`src/rtl/rr_arbiter.sv`:
```
`default_nettype none
// ============================================================================
// Module   : rr_arbiter
// Purpose  : Parameterised round-robin arbiter. Grants exactly one of
//            NUM_REQUESTERS requesters per cycle (combinational, one-hot),
//            starting the search at a registered one-hot priority pointer.
//            The pointer advances past the granted requester only when the
//            consumer signals the grant was taken (update_en).
// Ports    : clk        - rising-edge clock
//            reset      - synchronous, active-high; priority -> requester 0
//            req_bitmap - bit i set = requester i requesting this cycle
//            update_en  - grant consumed this cycle; advance priority
//            grant_oh   - one-hot grant, all-zero when no requests
// Revision : 1.0 - initial release
// ============================================================================
module rr_arbiter #(
    parameter int NUM_REQUESTERS = 4
) (
    input  logic                      clk,
    input  logic                      reset,
    input  logic [NUM_REQUESTERS-1:0] req_bitmap,
    input  logic                      update_en,
    output logic [NUM_REQUESTERS-1:0] grant_oh
);

    localparam int                      c_DBL_W      = 2 * NUM_REQUESTERS;
    localparam logic [NUM_REQUESTERS-1:0] c_PRIO_RESET = NUM_REQUESTERS'(1);

    logic [NUM_REQUESTERS-1:0] r_priority_oh;
    logic [NUM_REQUESTERS-1:0] w_priority_next;
    logic [c_DBL_W-1:0]        w_req_dbl;
    logic [c_DBL_W-1:0]        w_prio_dbl;
    logic [c_DBL_W-1:0]        w_grant_dbl;

    // Wrap-around search without a loop: the request vector is duplicated so
    // that requesters below the priority position reappear above it. With a
    // one-hot p, x & ~(x - p) isolates the lowest set bit of x at or above p,
    // which is exactly the first requester in round-robin order. Since the
    // upper copy always holds a set bit above p whenever any request exists,
    // the result has a single bit in one of the two halves; OR-ing the halves
    // folds it back to requester numbering. With no requests x = 0 and the
    // result is zero.
    assign w_req_dbl   = {req_bitmap, req_bitmap};
    assign w_prio_dbl  = {{NUM_REQUESTERS{1'b0}}, r_priority_oh};
    assign w_grant_dbl = w_req_dbl & ~(w_req_dbl - w_prio_dbl);

    assign grant_oh = w_grant_dbl[NUM_REQUESTERS-1:0]
                    | w_grant_dbl[c_DBL_W-1:NUM_REQUESTERS];

    // The granted requester becomes lowest priority: next priority is the
    // grant rotated left by one (bit N-1 wraps to bit 0).
    generate
        if (NUM_REQUESTERS > 1) begin : g_rotate_multi
            assign w_priority_next = {grant_oh[NUM_REQUESTERS-2:0],
                                      grant_oh[NUM_REQUESTERS-1]};
        end else begin : g_rotate_single
            assign w_priority_next = grant_oh;
        end
    endgenerate

    // Only a nonzero grant may load the pointer, which keeps it one-hot.
    always_ff @(posedge clk) begin
        if (reset) begin
            r_priority_oh <= c_PRIO_RESET;
        end else if (update_en && (|grant_oh)) begin
            r_priority_oh <= w_priority_next;
        end
    end

endmodule
`default_nettype wire

```
`config.mk`:
```
export PLATFORM = sky130hd
export DESIGN_NAME = rr_arbiter
export DESIGN_NICKNAME = d
export VERILOG_FILES = /design/src/rtl/rr_arbiter.sv
export SDC_FILE = /design/constraint.sdc
export NUM_CORES = 1
export LEC_CHECK = 0
export BUFFER_PORTS_ARGS = -buffer_cell sky130_fd_sc_hd__clkbuf_2
export CORE_AREA = 2 2 39 41
export DETAILED_ROUTE_END_ITERATION = 7
export DIE_AREA = 0 0 41 43
export PLACE_DENSITY = 0.59
export SYNTH_ARGS = -nofsm -noshare
export SYNTH_HDL_FRONTEND = slang
export SYNTH_SLANG_ARGS = --single-unit
```
`constraint.sdc`:
```
create_clock -name clk -period 2.3 [get_ports clk]
set_input_delay 0.23 -clock clk [delete_from_list [all_inputs] [get_ports clk]]
set_output_delay 0.23 -clock clk [all_outputs]
set_load 0.02 [all_outputs]
```
== Word-level counts from Yosys, hierarchy flattened ==
Cells that the tools add are included.

* Register bits: 4
* Bits of input ports: 7
* Output and inout port bits: 4
* Logic and storage cells: 7

* Add/subtract/negate cells: 1
* Bitwise operators: 3
* Reductions and logical operators: 2

{| class="wikitable"
|+ Operators with widths
! cell !! number
|-
| 8-bit bitwise AND || 1
|-
| 8-bit NOT || 1
|-
| 8-bit by 4-bit subtractor with 8-bit output || 1
|-
| 4-bit OR || 1
|-
| 4-bit OR reduction || 1
|-
| 1-bit logical AND || 1
|}

== Logic depth before layout (Yosys ltp) ==
Gate-level depths: netlist of the first run.

* Word-level depth: 6
* Mapped depth: 8
* Depth with buffers taken out: 8

== Worst setup path after synthesis of the first run ==
Ideal clock, no wire load.

* Kind: register -> register
* Start: reg r_priority_oh[0]
* End: reg r_priority_oh[1]
* Setup time: 0.073 ns
* Arrival time: 1.970 ns
* Required time: 2.227 ns
* Slack: 0.257 ns
* Stages on the path, launching flop included: 8
* Path buffers: 0
* Period minus slack after synthesis: 2.043 ns
* Cell sequence: dfxtp_1 > nor2b_2 > fa_1 > and2b_1 > nor3_1 > o31a_1 > or4_4 > o22ai_2

* Cells in the longest elaborated chain, start to end: 6

{| class="wikitable"
|+ RTL lines
! element !! RTL line !! source
|-
| from (decl) || 29 || <nowiki>logic [NUM_REQUESTERS-1:0] r_priority_oh;</nowiki>
|-
| from (signal assigned) || 64 || <nowiki>r_priority_oh <= c_PRIO_RESET;</nowiki>
|-
| from (signal assigned) || 66 || <nowiki>r_priority_oh <= w_priority_next;</nowiki>
|-
| 8-bit by 4-bit subtractor with 8-bit output (*) || 45 || <nowiki>assign w_grant_dbl = w_req_dbl & ~(w_req_dbl - w_prio_dbl);</nowiki>
|-
| 8-bit NOT (*) || 45 ||
|-
| 8-bit bitwise AND (*) || 45 ||
|-
| 4-bit OR (*) || 48 || <nowiki>| w_grant_dbl[c_DBL_W-1:NUM_REQUESTERS];</nowiki>
|-
| named net grant_oh[0] || 23 || <nowiki>output logic [NUM_REQUESTERS-1:0] grant_oh</nowiki>
|-
| 4-bit OR reduction || 65 || <nowiki>end else if (update_en && (|grant_oh)) begin</nowiki>
|-
| 1-bit logical AND || 65 ||
|}

Mark *: on every way through the listed nets, which the timed path passes. The rest lies on a longest branch.
A chain may end at the register's enable or synchronous reset.

== Final worst setup path of the first run ==
* Start: reg r_priority_oh[0]
* End: out grant_oh[1]

* Cells in the longest elaborated chain, start to end: 4

{| class="wikitable"
|+ RTL lines
! element !! RTL line
|-
| 8-bit by 4-bit subtractor with 8-bit output || 45
|-
| 8-bit NOT || 45
|-
| 8-bit bitwise AND || 45
|-
| 4-bit OR || 48
|-
| to (decl) || 23
|}

No other way between the ends.

==> impl_metrics.ini, run 1 <==
[run_status]
status = completed

[drt]
met3_wirelength_um = 14
wl_per_cell_um = 13.3
drt_iter0_drc = 4
firstDrtPassIters = 2
wl_met2_um = 488
via_per_inst = 5.24
vias = 388
wirelength_um = 981
postRouteAntennaNets = 0
top_layer = met3
m1WireLength_um = 479
drcViolationCount = 0

[critical_path]
path_max_fanout = 3
arrival_ns = 1.98
cp_data_required_time_ns = 2.07
cp-end-kind = primary output
slowest_delay_ns = 0.48
path_delay_family = simple AND/OR/NAND/NOR gates
crit_chain = nor2b_4 > fa_2 > or2b_1 > o221ai_4 > inv_2 > clkbuf_2
path_class = flip-flop to primary output
cp-start-kind = flip-flop
worstPathBufferInverterCount = 2
worst_path_max_delay_cell = fa_2

[final_layout]
largest_reg_flops = 4
num_antenna_cells = 0
fin_nets = 71
multi_input_comb_area_um2 = 310
fillers = 137
top_register = r_priority_oh
area_growth_pct = 26.8
final-seq-area_um2 = 80.1
drive_gt1_frac = 0.345
reg_top3 = r_priority_oh: 4 flops
final_cells = 74
layout_commonest_cell = clkbuf_2
layout_common_cells = 10 x clkbuf_2, 6 x inv_1, 4 x dfxtp_1

[worst_hold_path]
hp-class = input port to flip-flop

[placed_design]
place.gp.congestion = 0.747
io_buffers = 10
placed_cells_incl_taps = 71
hpwl_um = 780
dp_slack_ns = 0.207

[floorplanning]
placementRows = 14
die_w_um = 41
dieArea_um2 = 1760
coreArea_um2 = 1380
design.portCount = 11
start_util = 0.290
dieHeight_um = 43

[sta]
worst_pin_slew_ns = 0.389
finalSetupTns_ns = 0
finalSetupViolations = 0
fmax_mhz = 453
fin_worst_skew_ns = 0.0101
fin_ws_ns = 0.0934
min_period_over_period = 0.959
drv_slew = 0
final_hold_viol_count = 0
layout_min_cycle_time_ns = 2.21
timing.slew.headroom = 0.740

[pwr]
p_int_w = 0.000197
switching_share = 0.377
powerDensity_nw_per_um2 = 622
p_clk_frac = 0.274
power_frac_comb = 0.463
peakVddDrop_v = 0.000405
leakage_nw = 0.231
p_sw_w = 0.000119
p_seq_frac = 0.263

[clocking]
clk_pin_slew_ns = 0.04
clockBufferDepth = 2
cts_made_buffers = 3
cts_sinks = 4
cts_tree = done
clk-insertion-delay-late_ns = 0.24
ctsHoldBuffers = 0
cts_htree_levels = 1
root_buffer = clkbuf_4

[global_routing]
grt.total_usage = 0.132
grt_pass1_vias = 394
antenna_found_initial = 0
gr-total-overflow = 0
grt_max_degree = 7
grt_pass1_wl_um = 1560

[synth]
ys_seq_area_frac = 0.199
yosys.cell_types.count = 29
ys_warn_count = 0
synth_area_um2 = 402
synth_nets = 57
syn_inst = 46
ys_seq_elements = 4
syn_area_per_cell_um2 = 8.73

[job]
drv_cap = 0
## final timing paths
path	depth (start not counted)	to	startpoint	slack, ns
setup / recovery	6	grant_oh[1]	r_priority_oh[0]$_SDFFE_PP1P_	0.09
hold / removal	2	r_priority_oh[2]$_SDFFE_PP0P_	reset	0.28
setup reg to reg	7	r_priority_oh[1]$_SDFFE_PP0P_	r_priority_oh[0]$_SDFFE_PP1P_	0.28
hold reg to reg	2	r_priority_oh[2]$_SDFFE_PP0P_	r_priority_oh[2]$_SDFFE_PP0P_	0.52
## through the flow
step	area, um^2	total power [W]	utilization	hold slack (ns)
3_3_place_gp	468	0.000215	0.338	0.502
6_report	509	0.000317	0.368	0.276
2_1_floorplan	402	0.000182	-	0.308
3_5_place_dp	468	0.000219	0.338	0.510
5_1_grt	509	0.000344	0.368	0.288
4_1_cts	490	0.000312	0.354	0.264
## metal layers
layer | GRT usage | vias up
li1 | - | 203
met3 | 0.0628 | 0
met5 | 0 | -
met4 | 0.0200 | 0
met1 | 0.158 | 180
met2 | 0.209 | 5
## Yosys cell counts
master     number  share of area
a21oi_1         2          0.025
o211ai_2        1          0.031
o31ai_1         1          0.019
o22ai_2         1          0.031
nor3_1          2          0.025
nor2b_2         1          0.022
o22ai_1         1          0.016
or2b_1          1          0.019
or3_1           1          0.016
o2111ai_1       1          0.022
fa_1            1          0.050
ha_1            3          0.093
nand2_1         2          0.019
inv_2           1         0.0093
mux2i_1         2          0.050
o21a_1          1          0.019
nor2_1          2          0.019
dfxtp_1         4           0.20
o31a_1          2          0.044
a221o_1         1          0.025
o221ai_2        1          0.037
a2111oi_1       1          0.025
clkbuf_1        1         0.0093
nand2b_1        1          0.016
inv_1           6          0.056
or4_4           1          0.028
o311a_1         1          0.025
and2b_1         2          0.037
nand4_1         1          0.016
## final cells by class
type | instances | share of cell area
Clock buffer | 3 | 0.0442
Inverter | 7 | 0.0516
Multi-Input combinational cell | 34 | 0.609
Sequential cell | 4 | 0.157
Tap cell | 16 | 0.0393
Timing Repair Buffer | 10 | 0.0983
## logic make-up (layout without fill, tap and decap cells)
group                      count (synthesis)  count (layout)  share of synthesized area
AOI/OAI and AO/OA                         14              14                      0.318
and+or+nand+nor                           14              14                      0.215
buffers and inverters                      8              20                     0.0747
adders and majority gates                  4               4                      0.143
DFF                                        4               4                      0.199
muxes                                      2               2                     0.0498
## power by group through the flow
stage	combinational, W	sequential, W	clock (W)
3_5_place_dp	0.000135	0.0000839	0
5_1_grt	0.000164	0.0000844	0.0000959
6_report	0.000147	0.0000833	0.0000866
4_1_cts	0.000137	0.0000829	0.0000924
3_3_place_gp	0.000132	0.0000836	0
2_1_floorplan	0.000100	0.0000820	0
## what timing repair did
action,CTS,global route
buffers inserted,0,0
setup endpoints to repair,0,1
resized for setup,0,3
endpoints found under the hold margin,0,0
(Power assumes the default switching activity.)
==> run 2, diff against run 1 <==
--- a/config.mk
+++ b/config.mk
@@ -5,11 +5,12 @@
 export SDC_FILE = /design/constraint.sdc
 export NUM_CORES = 1
 export LEC_CHECK = 0
+export ABC_AREA = 1
 export BUFFER_PORTS_ARGS = -buffer_cell sky130_fd_sc_hd__clkbuf_2
 export CORE_AREA = 2 2 39 41
 export DETAILED_ROUTE_END_ITERATION = 7
 export DIE_AREA = 0 0 41 43
-export PLACE_DENSITY = 0.59
+export PLACE_DENSITY = 0.65
 export SYNTH_ARGS = -nofsm -noshare
 export SYNTH_HDL_FRONTEND = slang
 export SYNTH_SLANG_ARGS = --single-unit
==> impl_metrics.ini, run 2 <==
[floorplanning]
die_w_um = 41
design.portCount = 11
placementRows = 14
start_util = 0.343
dieArea_um2 = 1760
coreArea_um2 = 1380
dieHeight_um = 43

[synth]
async_reset_ff_frac = 0
synth.area.top_cells = dfxtp_1 17%, nand2_1 16%, nand3_2 13%
yosys.cell_types.count = 16
synth_most_common_cell = nand2_1
synth_edf_count = 0
synth_nets = 87
ys_seq_elements = 4
syn_inst = 76
yosys-top-cells-count = 20 x nand2_1, 14 x inv_1, 6 x nand3_2, 6 x nor2_1, 5 x nand3_1
ys_seq_area_frac = 0.169
synth_area_leader_cell = dfxtp_1
synth_area_um2 = 474
syn_area_per_cell_um2 = 6.24
ys_warn_count = 0
yosysTopAreaCellShare = 0.169
synth_top_flop_cell = dfxtp_1

[clocking]
cts_sinks = 4
clockBufferDepth = 2
cts_tree = done
post-cts-setup-buffers = 0
ctsHoldBuffers = 0
clk-insertion-delay-late_ns = 0.23
cts_made_buffers = 3
cts_resized = 0
clk_pin_slew_ns = 0.04
root_buffer = clkbuf_4
cts_htree_levels = 1

[final_layout]
fin_nets = 102
drive_gt1_frac = 0.315
reg_top3 = r_priority_oh: 4 flops
largest_reg_flops = 4
area_growth_pct = 19.5
num_antenna_cells = 0
layout_common_cells = 20 x nand2_1, 14 x inv_1, 10 x clkbuf_2
final_cells = 105
fillers = 156
top_register = r_priority_oh
fin_util = 0.410
layout_commonest_cell = nand2_1

[sta]
drv_slew = 0
fin_worst_skew_ns = 0.00149
min_period_over_period = 0.845
grt_setup_unrepaired = false
finalSetupViolations = 0
final_hold_viol_count = 0
layout_min_cycle_time_ns = 1.94
worst_pin_slew_ns = 0.245
fmax_mhz = 514
finalSetupTns_ns = 0
timing.slew.headroom = 0.837

[global_routing]
antenna_found_initial = 0
grt.total_usage = 0.153
grt_pass1_wl_um = 1810
grt_max_degree = 7
grt_pass1_vias = 467
gr-total-overflow = 0

[critical_path]
cp_data_required_time_ns = 2.07
path_class = flip-flop to primary output
cp-start-kind = flip-flop
arrival_ns = 1.71
path_max_fanout = 6
cp-end-kind = primary output

[pwr]
p_clk_frac = 0.232
p_int_w = 0.000209
p_seq_frac = 0.234
p_total_w = 0.000367
power_frac_comb = 0.534
peakVddDrop_v = 0.000333
leakage_nw = 0.338
p_sw_w = 0.000158
powerDensity_nw_per_um2 = 648
switching_share = 0.431

[drt]
postRouteAntennaNets = 0
drcViolationCount = 0
wirelength_um = 961
firstDrtPassIters = 4
drt_iter0_drc = 7
vias = 491
wl_per_cell_um = 9.15
via_per_inst = 4.68

[placed_design]
place.gp.congestion = 0.852
hpwl_um = 852
io_buffers = 10
placed_cells_incl_taps = 102

[run_status]
status = completed

[worst_hold_path]
hp-class = input port to flip-flop

[job]
drv_cap = 0
-- run 2: changes by cell type in the layout (fill, tap and decap cells not counted), moves of 4 or more --
cell / before / now
nand3_2: 0 / 6
inv_1: 6 / 14
nor2_1: 2 / 6
nand2_2: 0 / 4
nand2_1: 2 / 20
nand3_1: 0 / 5
-- run 2: path summary, 6_finish.rpt --
path / from / endpoint / slack [ns] / cells past startpoint
hold / removal: reset / r_priority_oh[2]$_SDFFE_PP0P_ / 0.17 / 2
hold reg to reg: r_priority_oh[2]$_SDFFE_PP0P_ / r_priority_oh[2]$_SDFFE_PP0P_ / 0.49 / 2
setup / recovery: r_priority_oh[2]$_SDFFE_PP0P_ / grant_oh[3] / 0.36 / 9
setup reg to reg: r_priority_oh[0]$_SDFFE_PP1P_ / r_priority_oh[3]$_SDFFE_PP0P_ / 0.54 / 14
-- run 2: layout make-up --
cell class                 count  area (um^2)  share of cell area
timing repair buffer          10         50.0              0.0883
tap                           16         20.0              0.0353
multi-input combinational     55          330               0.583
clock buffer                   3         22.5              0.0397
inverter                      17         63.8               0.113
sequential                     4         80.1               0.141
-- run 2: worst max-delay path: stages, from the launching register on --
cell and delay, ns:
dfxtp_1 0.32, inv_1 0.05, ha_1 0.34, a21oi_1 0.25, nand2_1 0.09, nand2_1 0.07, nand3_2 0.09, nand2_2 0.08
inv_1 0.04, clkbuf_2 0.14
-- run 2: kinds of logic (layout without fill, tap and decap cells) --
| kind of cell | after synthesis | after routing | share of synthesized area |
|---|---|---|---|
| xor gates and xnor gates | 1 | 1 | 0.0185 |
| and+or+nand+nor | 47 | 47 | 0.525 |
| DFF | 4 | 4 | 0.169 |
| AOI/OAI and AO/OA | 3 | 3 | 0.0317 |
| buffers and inverters | 17 | 30 | 0.135 |
| adders and majority gates | 4 | 4 | 0.121 |
-- run 2: metal layers --
| layer | vias up | wire (um) | global-route usage |
|---|---|---|---|
| li1 | 266 | - | - |
| met1 | 214 | 436 | 0.174 |
| met2 | 11 | 480 | 0.241 |
| met3 | 0 | 44 | 0.0471 |
| met4 | 0 | 0 | 0.0800 |
| met5 | - | 0 | 0 |
-- run 2: power groups by stage --
| stage | combinational, W | sequential (W) | clock, W |
|---|---|---|---|
| global route | 0.000226 | 0.0000869 | 0.0000969 |
| global placement | 0.000196 | 0.0000869 | 0 |
| floorplan | 0.000153 | 0.0000851 | 0 |
| detailed placement | 0.000197 | 0.0000875 | 0 |
| CTS | 0.000198 | 0.0000862 | 0.0000902 |
| finish | 0.000196 | 0.0000861 | 0.0000851 |
-- run 2: through the flow --
stage | hold WS (ns) | worst slack (ns) | cell area [um^2]
final | 0.167 | 0.356 | 567
after global routing | 0.165 | 0.158 | 567
after CTS | 0.158 | 0.338 | 567
after detailed placement | 0.409 | 0.448 | 544
after global placement | 0.408 | 0.492 | 544
after floorplan | 0.299 | 0.718 | 474
